[src/rtl/vend_dispense_arbiter.sv]
// vend_dispense_arbiter
// Shares one product-dispense motor among N selection buttons. A round-robin
// pointer picks one pending selection. Its price is checked against the coin
// FSM credit, the motor runs for MOTOR_CYC cycles, and then deduct/ack pulse
// so the coin FSM subtracts the price.
// Build option: define JAM_DETECT_EN to watch the product-drop sensor while
// the motor runs. A drop ends the motor phase early. No drop before the motor
// time runs out is reported as a jam.
module vend_dispense_arbiter #(
    parameter int N         = 4,
    parameter int CRED_W    = 8,
    parameter int MOTOR_CYC = 8
) (
    input  logic                  clk,
    input  logic                  rst,
    input  logic [N-1:0]          req,
    input  logic [N*CRED_W-1:0]   price_bus,
    input  logic [CRED_W-1:0]     credit,
    input  logic                  drop_det,
    output logic [N-1:0]          gnt,
    output logic                  motor_on,
    output logic                  deduct_vld,
    output logic [CRED_W-1:0]     deduct_amt,
    output logic                  vend_ack,
    output logic                  err,
    output logic [1:0]            err_code,
    output logic                  busy
);

    localparam int IDX_W = (N > 1) ? $clog2(N) : 1;
    localparam int CNT_W = (MOTOR_CYC > 1) ? $clog2(MOTOR_CYC) : 1;
    localparam logic [CNT_W-1:0] CNT_LOAD = CNT_W'(MOTOR_CYC - 1);

    typedef enum logic [1:0] {
        IDLE  = 2'd0,
        CHECK = 2'd1,
        MOTOR = 2'd2,
        DONE  = 2'd3
    } state_t;

    state_t             state_q, state_d;
    logic [IDX_W-1:0]   rr_ptr_q, rr_ptr_d;
    logic [IDX_W-1:0]   idx_q, idx_d;
    logic [CRED_W-1:0]  price_q, price_d;
    logic [CNT_W-1:0]   cnt_q, cnt_d;
    logic [N-1:0]       gnt_q, gnt_d;
    logic               motor_on_q, motor_on_d;
    logic               deduct_vld_q, deduct_vld_d;
    logic [CRED_W-1:0]  deduct_amt_q, deduct_amt_d;
    logic               vend_ack_q, vend_ack_d;
    logic               err_q, err_d;
    logic [1:0]         err_code_q, err_code_d;
    logic               busy_q, busy_d;

    logic               pick_found;
    logic [IDX_W-1:0]   pick_idx;
    logic [CRED_W-1:0]  price_arr [N];

`ifndef JAM_DETECT_EN
    logic unused_drop_det;
    assign unused_drop_det = drop_det;
`endif

    for (genvar i = 0; i < N; i++) begin : g_price
        assign price_arr[i] = price_bus[i*CRED_W +: CRED_W];
    end

    // Slot reached by stepping 'step' positions past 'base', wrapping at N.
    function automatic logic [IDX_W-1:0] rr_slot(input logic [IDX_W-1:0] base, input int step);
        int sum;
        sum = int'(base) + step;
        if (sum >= N) sum = sum - N;
        return IDX_W'(sum);
    endfunction

    // Round-robin pick: scan from farthest to nearest so the slot just after rr_ptr wins.
    always_comb begin
        pick_found = 1'b0;
        pick_idx   = '0;
        for (int k = N; k >= 1; k--) begin
            if (req[rr_slot(rr_ptr_q, k)]) begin
                pick_found = 1'b1;
                pick_idx   = rr_slot(rr_ptr_q, k);
            end
        end
    end

    // Next-state and next-output logic for the grant / check / motor / done sequence.
    always_comb begin
        state_d      = state_q;
        rr_ptr_d     = rr_ptr_q;
        idx_d        = idx_q;
        price_d      = price_q;
        cnt_d        = cnt_q;
        gnt_d        = gnt_q;
        motor_on_d   = motor_on_q;
        deduct_vld_d = 1'b0;
        deduct_amt_d = '0;
        vend_ack_d   = 1'b0;
        err_d        = 1'b0;
        err_code_d   = 2'b00;
        case (state_q)
            IDLE: begin
                if (pick_found) begin
                    idx_d           = pick_idx;
                    gnt_d           = '0;
                    gnt_d[pick_idx] = 1'b1;
                    state_d         = CHECK;
                end
            end
            CHECK: begin
                price_d = price_arr[idx_q];
                if (credit >= price_arr[idx_q]) begin
                    motor_on_d = 1'b1;
                    cnt_d      = CNT_LOAD;
                    state_d    = MOTOR;
                end else begin
                    err_d      = 1'b1;
                    err_code_d = 2'b01;
                    gnt_d      = '0;
                    rr_ptr_d   = idx_q;
                    state_d    = IDLE;
                end
            end
            MOTOR: begin
`ifdef JAM_DETECT_EN
                if (drop_det) begin
                    motor_on_d   = 1'b0;
                    vend_ack_d   = 1'b1;
                    deduct_vld_d = 1'b1;
                    deduct_amt_d = price_q;
                    state_d      = DONE;
                end else if (cnt_q == '0) begin
                    motor_on_d = 1'b0;
                    err_d      = 1'b1;
                    err_code_d = 2'b10;
                    gnt_d      = '0;
                    rr_ptr_d   = idx_q;
                    state_d    = IDLE;
                end else begin
                    cnt_d = cnt_q - CNT_W'(1);
                end
`else
                if (cnt_q == '0) begin
                    motor_on_d   = 1'b0;
                    vend_ack_d   = 1'b1;
                    deduct_vld_d = 1'b1;
                    deduct_amt_d = price_q;
                    state_d      = DONE;
                end else begin
                    cnt_d = cnt_q - CNT_W'(1);
                end
`endif
            end
            DONE: begin
                gnt_d    = '0;
                rr_ptr_d = idx_q;
                state_d  = IDLE;
            end
            default: begin
                gnt_d      = '0;
                motor_on_d = 1'b0;
                state_d    = IDLE;
            end
        endcase
        busy_d = (state_d != IDLE);
    end

    // State and registered outputs; reset points rr_ptr at N-1 so slot 0 goes first.
    always_ff @(posedge clk or posedge rst) begin
        if (rst) begin
            state_q      <= IDLE;
            rr_ptr_q     <= IDX_W'(N - 1);
            idx_q        <= '0;
            price_q      <= '0;
            cnt_q        <= '0;
            gnt_q        <= '0;
            motor_on_q   <= 1'b0;
            deduct_vld_q <= 1'b0;
            deduct_amt_q <= '0;
            vend_ack_q   <= 1'b0;
            err_q        <= 1'b0;
            err_code_q   <= 2'b00;
            busy_q       <= 1'b0;
        end else begin
            state_q      <= state_d;
            rr_ptr_q     <= rr_ptr_d;
            idx_q        <= idx_d;
            price_q      <= price_d;
            cnt_q        <= cnt_d;
            gnt_q        <= gnt_d;
            motor_on_q   <= motor_on_d;
            deduct_vld_q <= deduct_vld_d;
            deduct_amt_q <= deduct_amt_d;
            vend_ack_q   <= vend_ack_d;
            err_q        <= err_d;
            err_code_q   <= err_code_d;
            busy_q       <= busy_d;
        end
    end

    assign gnt        = gnt_q;
    assign motor_on   = motor_on_q;
    assign deduct_vld = deduct_vld_q;
    assign deduct_amt = deduct_amt_q;
    assign vend_ack   = vend_ack_q;
    assign err        = err_q;
    assign err_code   = err_code_q;
    assign busy       = busy_q;

endmodule

[config.mk]
export PLATFORM = sky130hd
export DESIGN_NAME = vend_dispense_arbiter
export DESIGN_NICKNAME = d
export VERILOG_FILES = /design/src/rtl/vend_dispense_arbiter.sv
export SDC_FILE = /design/constraint.sdc
export NUM_CORES = 1
export LEC_CHECK = 0
export BUFFER_PORTS_ARGS = -buffer_cell sky130_fd_sc_hd__buf_4
export CORE_MARGIN = 1
export CORE_UTILIZATION = 30
export CTS_BUF_LIST = sky130_fd_sc_hd__clkbuf_8
export CTS_CLUSTER_SIZE = 14
export DETAILED_ROUTE_END_ITERATION = 16
export PLACE_DENSITY = 0.61
export SLEW_MARGIN = 20
export SYNTH_ARGS = -nofsm -noshare
export SYNTH_HDL_FRONTEND = slang
export SYNTH_SLANG_ARGS = --single-unit
[constraint.sdc]
create_clock -name clk -period 2.9 [get_ports clk]
set_clock_uncertainty 0.1 [all_clocks]
set_input_delay 0.145 -clock clk [delete_from_list [all_inputs] [get_ports clk]]
set_output_delay 0.145 -clock clk [all_outputs]
set_load 0.005 [all_outputs]
Word level (Yosys, flattened, before mapping)
Index checks and enable logic that the tools add are counted.
{"block": "classes", "add_sub_neg": 9, "n_lt_le_gt_ge": 12, "n_eq_ne": 8, "muxes": 48, "bitwise_logic": 1, "n_reduce_logical": 12}
{"operator": "2-to-1 mux 8 bit", "n": 4}
{"operator": "2-to-1 mux 2 bit", "n": 12}
{"operator": "2-to-1 mux 1 bit", "n": 17}
{"operator": "binary-select mux 8 bit (select 2 bit)", "n": 1}
{"operator": "less-than comparator 2 x 3 -> 1 bit (second input constant)", "n": 5}
{"operator": "greater-or-equal comparator 3 bit (second input constant)", "n": 4}
{"operator": "case mux 4 bit (3 select lines)", "n": 1}
{"operator": "!= test 2 bit (second input constant)", "n": 5}
{"operator": "AND reduction 3 bit", "n": 3}
{"operator": "binary-select mux 1 bit (select 2 bit)", "n": 4}
{"operator": "greater-or-equal comparator 8 bit", "n": 1}
{"operator": "2-to-1 mux 4 bit", "n": 2}
{"operator": "case mux 2 bit (4 select lines)", "n": 1}
{"operator": "subtractor 2 x 1 -> 2 bit (second input constant)", "n": 4}
{"operator": "adder 2 x 2 -> 3 bit (second input constant)", "n": 2}
{"operator": "2-to-1 mux 3 bit", "n": 2}
{"operator": "case mux 3 bit (2 select lines)", "n": 1}
{"operator": "nonzero test 2 bit", "n": 3}
{"operator": "adder 2 x 3 -> 4 bit (second input constant)", "n": 1}
{"operator": "== test 2 bit (second input constant)", "n": 2}
{"operator": "greater-or-equal comparator 4 x 3 -> 1 bit (second input constant)", "n": 1}
{"operator": "case mux 2 bit (2 select lines)", "n": 1}
{"operator": "AND reduction 2 bit", "n": 2}
{"operator": "adder 2 x 1 -> 3 bit (second input constant)", "n": 1}
{"operator": "other kinds (10)", "n": 10}
{"block": "totals", "reg_bits": 35, "input_bits": 47, "output_inout_bits": 19, "word_cells": 102}

Longest topological paths before layout
Gate-level depths: netlist (run 1).
{"block": "logic_depth", "depth_word": 15, "ltp_mapped": 9, "depth_no_buf": 8}

Least setup slack after synthesis (run 1)
No wires, ideal clock.
{"block": "synth_path", "path_kind": "register to register", "from": "register idx_q[0]", "to": "register gnt_q[0] (netlist: gnt[0])", "setup_time_ps": 122, "arrival_ps": 2746, "required_ps": 2678, "setup_slack_ps": -68, "path_stages_with_launch": 9, "n_path_buf": 1, "period_less_slack_ps": 2968, "path_cell_list": "dfrtp_1 > buf_2 > mux4_2 > ha_1 > nand2b_4 > a2111o_1 > a311oi_4 > o21ai_0 > a32o_1"}
{"block": "synth_between", "elab_chain_cells": 7}
{"element": "from (decl)", "line_no": "43", "text": "logic [IDX_W-1:0] idx_q, idx_d;"}
{"element": "from (signal assigned)", "line_no": "188", "text": "idx_q <= idx_d;"}
{"element": "inverter 2 -> 3 bit (not written as such)", "line_no": "113", "text": "if (credit >= price_arr[idx_q]) begin"}
{"element": "binary-select mux 8 bit (select 2 bit)", "line_no": "113"}
{"element": "2-to-1 mux 8 bit (not written as such) (2 in a row)", "line_no": "113"}
{"element": "greater-or-equal comparator 8 bit", "line_no": "113"}
{"element": "!= test 2 bit (no line)"}
{"element": "AND reduction 3 bit (no line)"}
{"element": "to (signal assigned)", "line_no": "191", "text": "gnt_q <= gnt_d;"}
{"element": "to (decl)", "line_no": "46", "text": "logic [N-1:0] gnt_q, gnt_d;"}
Every way passes these cells. The select of a mux whose other input is x is not followed.
A chain may end at the register's enable or synchronous reset.

Worst setup path in the final report (run 1)
{"block": "layout_path", "from": "register idx_q[0]", "to": "register motor_on_q (netlist: motor_on)"}
{"block": "layout_between", "elab_chain_cells": 7}
{"element": "inverter 2 -> 3 bit (not written as such)", "line_no": "113"}
{"element": "binary-select mux 8 bit (select 2 bit)", "line_no": "113"}
{"element": "2-to-1 mux 8 bit (not written as such) (2 in a row)", "line_no": "113"}
{"element": "greater-or-equal comparator 8 bit", "line_no": "113"}
{"element": "!= test 2 bit (no line)"}
{"element": "AND reduction 3 bit (no line)"}
{"element": "to (signal assigned)", "line_no": "192", "text": "motor_on_q <= motor_on_d;"}
{"element": "to (decl)", "line_no": "47", "text": "logic motor_on_q, motor_on_d;"}
Every way passes these cells. The select of a mux whose other input is x is not followed.

==> qor.csv, run 1 <==
metric,value,unit
outcome,completed,
GPL Wtd Cong,0.746,
Starting Density,31.6,%
syn avg cell area,11.4,um2
Worst Hold Depth,5,
drt via density,4.79,
area fraction of the dominant cell type after synthesis,40.9,%
Max-Cap Viols,0,
slowest CP cell,mux4_2,
area of the multi-input gates,992,um2
first-pass GRT wire length,7.32,mm
clk_lat worst skew,0.29,ns
Top-Level Pins,66,
# clock sinks,33,
sequential-to-total area share from yosys stat,43.7,%
Std-Cell Core Area,5990,um2
Final Setup Violations,0,
crit start category,flip-flop,
CTS tree,built,
Num CTS Buffers,5,
reg2reg setup slack,0.06,ns
Iter 0 DRT Violations,79,
clock tree buffer depth,2,
Detailed Route WL,4.26,mm
Tmin final,2.84,ns
Tot Pwr,2.33,mW
"flops & latches, synth",33,
layout cells sized above 1,45.9,%
Hold Path Class,primary input to flip-flop,
Slew @ Worst Pin,0.594,ns
fmax,0.352,GHz
CP max FO,5,
"slowest stage delay, CP",0.51,ns
total negative slack,0,ns
Port Buffers,63,
synth cell count leaders,"dfrtp_1 (31), inv_1 (18), ha_1 (15), mux2_2 (10), nand2_1 (10)",
hold_sp,req[2],
fill count,578,
Pleak,1.31,nW
Max VDD drop,530,uV
"top cells by area, synth","dfrtp_1 (41%), ha_1 (9.9%), mux4_2 (9.5%)",
Routed Antenna Nets,0,
main flop type after synthesis,dfrtp_1,
P&R area growth vs syn,40.2,%
wire per inst,13.4,um
hold_ws,0.219,ns
synthesized net count,228,
CP required,2.96,ns
row cnt,28,
DRC errors left,0,
FF-to-FF Start,idx_q[0],
final slew viol count,0,
post-synthesis cell type count,35,
Setup CP Type,flip-flop to flip-flop,
Syn Std Cell Area,1900,um2
crit path cell chain,buf_6 -> mux4_2 -> inv_2 -> ha_4 -> a2111o_1 -> a311oi_4 -> buf_4 -> buf_6 -> a21oi_2 -> a2bb2oi_2,
Die X,81.5,um
initial antenna violation count,0,
most frequent cell after synthesis,dfrtp_1,
die height,81.5,um
Synth area leader,dfrtp_1,
unrepaired setup endpoints after global routing,true,
final hold viol count,0,
Final nets,303,
"Clk pin slew, worst setup/hold paths",0.07,ns
Worst path most repeated cell,buf_6,
crit share post-route,98.1,%
vias in the first global route,1596,
Async SR Flop Fraction,100,%
CP Capture Type,flip-flop,
GRT overflow,0,
Worst EP arrival,2.91,ns
DR pass1 iterations,4,
pre-CTS setup slack,-0.00622,ns
pin count of the biggest net entering global routing,34,
Antenna Cells,0,
Final WS setup,0.0556,ns
yosys synthesis warning count,0,
hpwl dp,3.38,mm
Global Route Usage Sum,14.8,%
Reg area,828,um2
Pwr Density,875,nW/um2
relative slew slack,60.2,%
Layout Utilization,44.4,%
hold endpoint,state_q[1],
number of flops mapped to enable cells by yosys,0,
Worst R2R Path Depth,10,
via count,1517,
synthesized instance count,166,
die area,6640,um2
R2R Path End,motor_on,
H-tree level count,2,
Root Buffer Master,clkbuf_8,
-- area by class of cell --
cell class                      instances  share of cell area, %
Multi-Input combinational cell        107                   37.3
Sequential cell                        33                   31.2
Timing Repair Buffer                   76                   22.0
Tap cell                               75                   3.53
Clock buffer                            5                   2.59
Inverter                               18                   2.54
Clock inverter                          3                  0.847
-- what timing repair did --
action                                 CTS  global route
hold buffers                             1             0
endpoints found under the hold margin   31             0
resized for setup                        7             3
buffers inserted                         3             0
setup endpoints to repair                3            12
pin swaps                                2             2
-- logic make-up (layout without fill, tap and decap cells) --
kind of cell | Yosys count | count (layout) | synth area share [%]
AOI/OAI and AO/OA | 36 | 36 | 14.1
and+or+nand+nor | 36 | 36 | 10.4
DFF | 33 | 33 | 43.7
buffers and inverters | 26 | 102 | 5.81
muxes | 19 | 19 | 16.0
adders and majority gates | 15 | 15 | 9.90
other | 1 | 1 | 0.198
-- placed cells by master (no fill, tap or decap), types with 3 or more instances in the layout --
master | synthesis | final
dfrtp_1 | 31 | 31
mux2_2 | 10 | 10
buf_4 | 3 | 72
inv_1 | 18 | 17
clkbuf_8 | 0 | 5
clkinvlp_4 | 0 | 3
a21oi_1 | 6 | 5
a21o_1 | 4 | 4
a211oi_1 | 5 | 5
mux4_2 | 8 | 8
nand2b_1 | 5 | 5
nor2_1 | 5 | 5
and2_1 | 9 | 9
buf_6 | 0 | 3
nand2_1 | 10 | 10
o21ai_0 | 8 | 7
ha_1 | 15 | 13
-- per-layer routing --
layer,wire (um),vias up,GRT usage (%)
met5,0,-,0
met4,64,0,5.00
met3,232,7,3.56
met2,2180,39,25.6
met1,1780,728,17.9
li1,-,743,-
-- worst max path at each step --
stage	cells after the start	startpoint	slack, ns	to
4_1_cts	10	idx_q[0]	-0.02	motor_on
5_1_grt	10	idx_q[0]	-0.07	motor_on
6_report	10	idx_q[0]	0.06	motor_on
2_1_floorplan	8	idx_q[0]	0.06	gnt[0]
3_3_place_gp	7	idx_q[0]	0.02	gnt[0]
3_5_place_dp	7	idx_q[0]	-0.006	gnt[2]
-- per-stage QoR --
stage          instance area, um2  instances
2_1_floorplan                1900        166
3_3_place_gp                 2490        305
3_5_place_dp                 2490        305
4_1_cts                      2650        317
5_1_grt                      2660        317
6_report                     2660        317
-- report_power, final --
group / switching, mW / internal [mW] / leakage (nW)
Sequential: 0.0948 / 0.623 / 0.406
Combinational: 0.584 / 0.678 / 0.868
Clock: 0.177 / 0.168 / 0.0364
Total: 0.857 / 1.47 / 1.31
-- flip-flops by register name (all words and copies together), names as in the netlist --
signal / cells
state_q: 2
rr_ptr_q: 2
vend_ack: 1
err: 1
deduct_amt: 8
cnt_q: 3
motor_on: 1
price_q: 8
idx_q: 2
busy: 1
gnt: 4
-- critical path, delay by kind of cell (launching register included) --
family / cells / cell delay [ns]
buffers and inverters: 4 / 0.50
muxes: 1 / 0.51
DFF: 1 / 0.42
adders and majority gates: 1 / 0.19
AOI/OAI and AO/OA: 4 / 1.00
No activity file was read; power rests on OpenSTA's default activity.
==> run 2: changes to the inputs <==
--- a/config.mk
+++ b/config.mk
@@ -6,12 +6,13 @@
 export NUM_CORES = 1
 export LEC_CHECK = 0
 export BUFFER_PORTS_ARGS = -buffer_cell sky130_fd_sc_hd__buf_4
-export CORE_MARGIN = 1
+export CORE_MARGIN = 10
 export CORE_UTILIZATION = 30
 export CTS_BUF_LIST = sky130_fd_sc_hd__clkbuf_8
 export CTS_CLUSTER_SIZE = 14
 export DETAILED_ROUTE_END_ITERATION = 16
 export PLACE_DENSITY = 0.61
+export SKIP_LAST_GASP = 1
 export SLEW_MARGIN = 20
 export SYNTH_ARGS = -nofsm -noshare
 export SYNTH_HDL_FRONTEND = slang
==> constraint.sdc (replaced) <==
create_clock -name clk -period 2.9 [get_ports clk]
set_clock_uncertainty 0.1 [all_clocks]
set_input_delay 0.145 -clock clk [delete_from_list [all_inputs] [get_ports clk]]
set_output_delay 0.145 -clock clk [all_outputs]
set_load 0.01 [all_outputs]
==> run 2 against run 1 <==
Effect of this change:
- count of clock-buffer cells in the layout increased by 2
- critical endpoint unchanged
- critical path type unchanged
- flip-flop and latch count stayed put
- sequential power rose by 0.6%
- global-route usage is 4.7 points lower
- power increased by 3.9%
- die area up 49%
- critical path depth did not move
- sequential share of layout area decreased by 0.26 points
- wire length increased by 16%
- utilization rose by 0.12 points
- design area increased by 0.85%
==> qor.csv, run 2 (synthesis gave the netlist of run 1 again) <==
metric,value,unit,change
outcome,completed,,
most frequent cells in the layout,"buf_4 (74), dfrtp_1 (31), inv_1 (17), ha_1 (13)",,
first-pass GRT wire length,7.96,mm,+8.7%
GRT overflow,0,,unchanged
Setup CP Type,flip-flop to flip-flop,,
crit start category,flip-flop,,
die area,9900,um2,+49%
clock share of power,16.1,%,+1.2 points
Port Buffers,63,,unchanged
CTS tree,built,,
CP required,2.95,ns,about the same
Worst R2R Path Depth,10,,unchanged
wire per inst,15.5,um,+15%
Root Buffer Master,clkbuf_8,,
# clock sinks,33,,unchanged
relative slew slack,44.4,%,-16 points
GPL Wtd Cong,0.765,,+2.5%
Worst EP arrival,2.93,ns,+0.02 ns
CP max FO,4,,-1
"commonest non-fill, non-tap cell in the layout",buf_4,,
Power Internal,1.54,mW,+4.8%
Final Setup Violations,0,,unchanged
clock tree buffer depth,2,,unchanged
"Clk pin slew, worst setup/hold paths",0.07,ns,about the same
fill count,601,,+4.0%
FF-to-FF Start,idx_q[0],,
reg2reg setup slack,0.02,ns,-0.03 ns
DR pass1 iterations,4,,unchanged
Worst Hold Depth,5,,unchanged
Global Route Usage Sum,10.1,%,-4.7 points
pin count of the biggest net entering global routing,34,,unchanged
die height,99.5,um,+22%
P&R area growth vs syn,41.4,%,
vias in the first global route,1594,,-0.13%
total negative slack,0,ns,unchanged
hold_ws,0.216,ns,-0.00345 ns
fmax,0.348,GHz,-1.1%
Iter 0 DRT Violations,42,,-47%
Starting Density,31.5,%,-0.18 points
P_sw,877,uW,+2.3%
hold endpoint,state_q[1],,
CP Capture Type,flip-flop,,
Hold Path Class,primary input to flip-flop,,
row cnt,28,,unchanged
via count,1480,,-2.4%
placed insts,304,,-0.33%
Slew @ Worst Pin,0.831,ns,+0.237 ns
Max VDD drop,420,uV,-21%
Die X,99.5,um,+22%
clk_lat worst skew,0.29,ns,about the same
Pwr Density,902,nW/um2,+3.0%
Routed Antenna Nets,0,,unchanged
Tmin final,2.88,ns,+0.0328 ns
Top-Level Pins,66,,unchanged
final slew viol count,0,,unchanged
crit share post-route,99.2,%,+1.1 points
Num CTS Buffers,5,,unchanged
R2R Path End,motor_on,,
H-tree level count,2,,unchanged
Max-Cap Viols,0,,unchanged
Final nets,304,,+0.33%
drt via density,4.65,,-2.7%
Finished Cell Area,2680,um2,+0.85%
Antenna Cells,0,,unchanged
final hold viol count,0,,unchanged
switching part of the total,36.3,%,-0.56 points
layout cells sized above 1,46.9,%,+1.0 points
Placed Area,2480,um2,-0.30%
Pleak,1.33,nW,+1.7%
Layout Cells excl Fill,318,,+0.32%
Detailed Route WL,4.94,mm,+16%
DRC errors left,0,,unchanged
hpwl dp,3.87,mm,+14%
combinational group share of total power,54.0,%,-0.3 points
Sequential Power Share,29.9,%,-1.0 points
initial antenna violation count,0,,unchanged
hold_sp,req[2],,
Std-Cell Core Area,6030,um2,+0.58%
unrepaired setup endpoints after global routing,true,,
==> run 2: cell count changes in the layout (fill, tap and decap cells not counted), sizes merged <==
| cell | before | now |
|---|---|---|
| buf | 75 | 76 |
| clkinvlp | 3 | 0 |
| clkbuf | 5 | 7 |
| clkinv | 0 | 1 |
==> run 2: worst max-delay path by stage <==
stage	endpoint	cells past startpoint	startpoint	slack, ns
after floorplan	gnt[0]	8	idx_q[0]	0.06
after global placement	cnt_q[1]	9	idx_q[0]	0.09
after detailed placement	cnt_q[1]	9	idx_q[0]	0.03
after CTS	cnt_q[1]	9	idx_q[0]	0.009
after global routing	cnt_q[1]	10	idx_q[0]	-0.11
final	motor_on	10	idx_q[0]	0.02
==> run 2: what timing repair did <==
action,4_1_cts,5_1_grt
endpoints found under the setup margin,0,7
resized for setup,0,10
buffers inserted,0,6
hold buffers,1,0
hold endpoints to repair,31,0
==> run 2: layout make-up <==
cell class / instances / area [um2] / share of cell area, %
clock buffer: 7 / 96.3 / 3.59
clock inverter: 1 / 5.00 / 0.187
tap: 75 / 93.8 / 3.50
timing repair buffer: 77 / 588 / 21.9
multi-input combinational: 107 / 1000 / 37.3
sequential: 33 / 828 / 30.9
inverter: 18 / 67.6 / 2.52
==> run 2: power by group through the flow <==
stage / registers [mW] / clock network, mW / logic, mW
3_5_place_dp: 0.728 / 0 / 1.19
3_3_place_gp: 0.723 / 0 / 1.17
6_report: 0.722 / 0.389 / 1.31
5_1_grt: 0.740 / 0.427 / 1.46
2_1_floorplan: 0.710 / 0 / 0.846
4_1_cts: 0.720 / 0.404 / 1.20
==> run 2: layer usage <==
layer / part of all wire (%) / vias up / global-route usage [%]
li1: - / 736 / -
met1: 41 / 698 / 10.8
met2: 52 / 37 / 17.8
met3: 4.6 / 9 / 3.53
met4: 2.0 / 0 / 3.97
met5: 0 / - / 0
==> run 2: worst max-delay path, stage by stage (launching register included) <==
cell       delay (ns)
dfrtp_1          0.41
buf_6            0.12
mux4_2           0.50
inv_2            0.08
ha_4             0.18
a2111o_1         0.46
a311oi_4         0.40
buf_4            0.20
buf_4            0.12
a21oi_2          0.05
a2bb2oi_1        0.12
==> run 2: per-stage QoR <==
step,utilization (%),power [mW],setup WS [ns]
detailed placement,41.2,1.92,0.0288
CTS,43.0,2.32,0.00859
finish,44.5,2.42,0.0228
global placement,41.2,1.90,0.0886
global route,44.5,2.62,-0.107
floorplan,-,1.56,0.0579
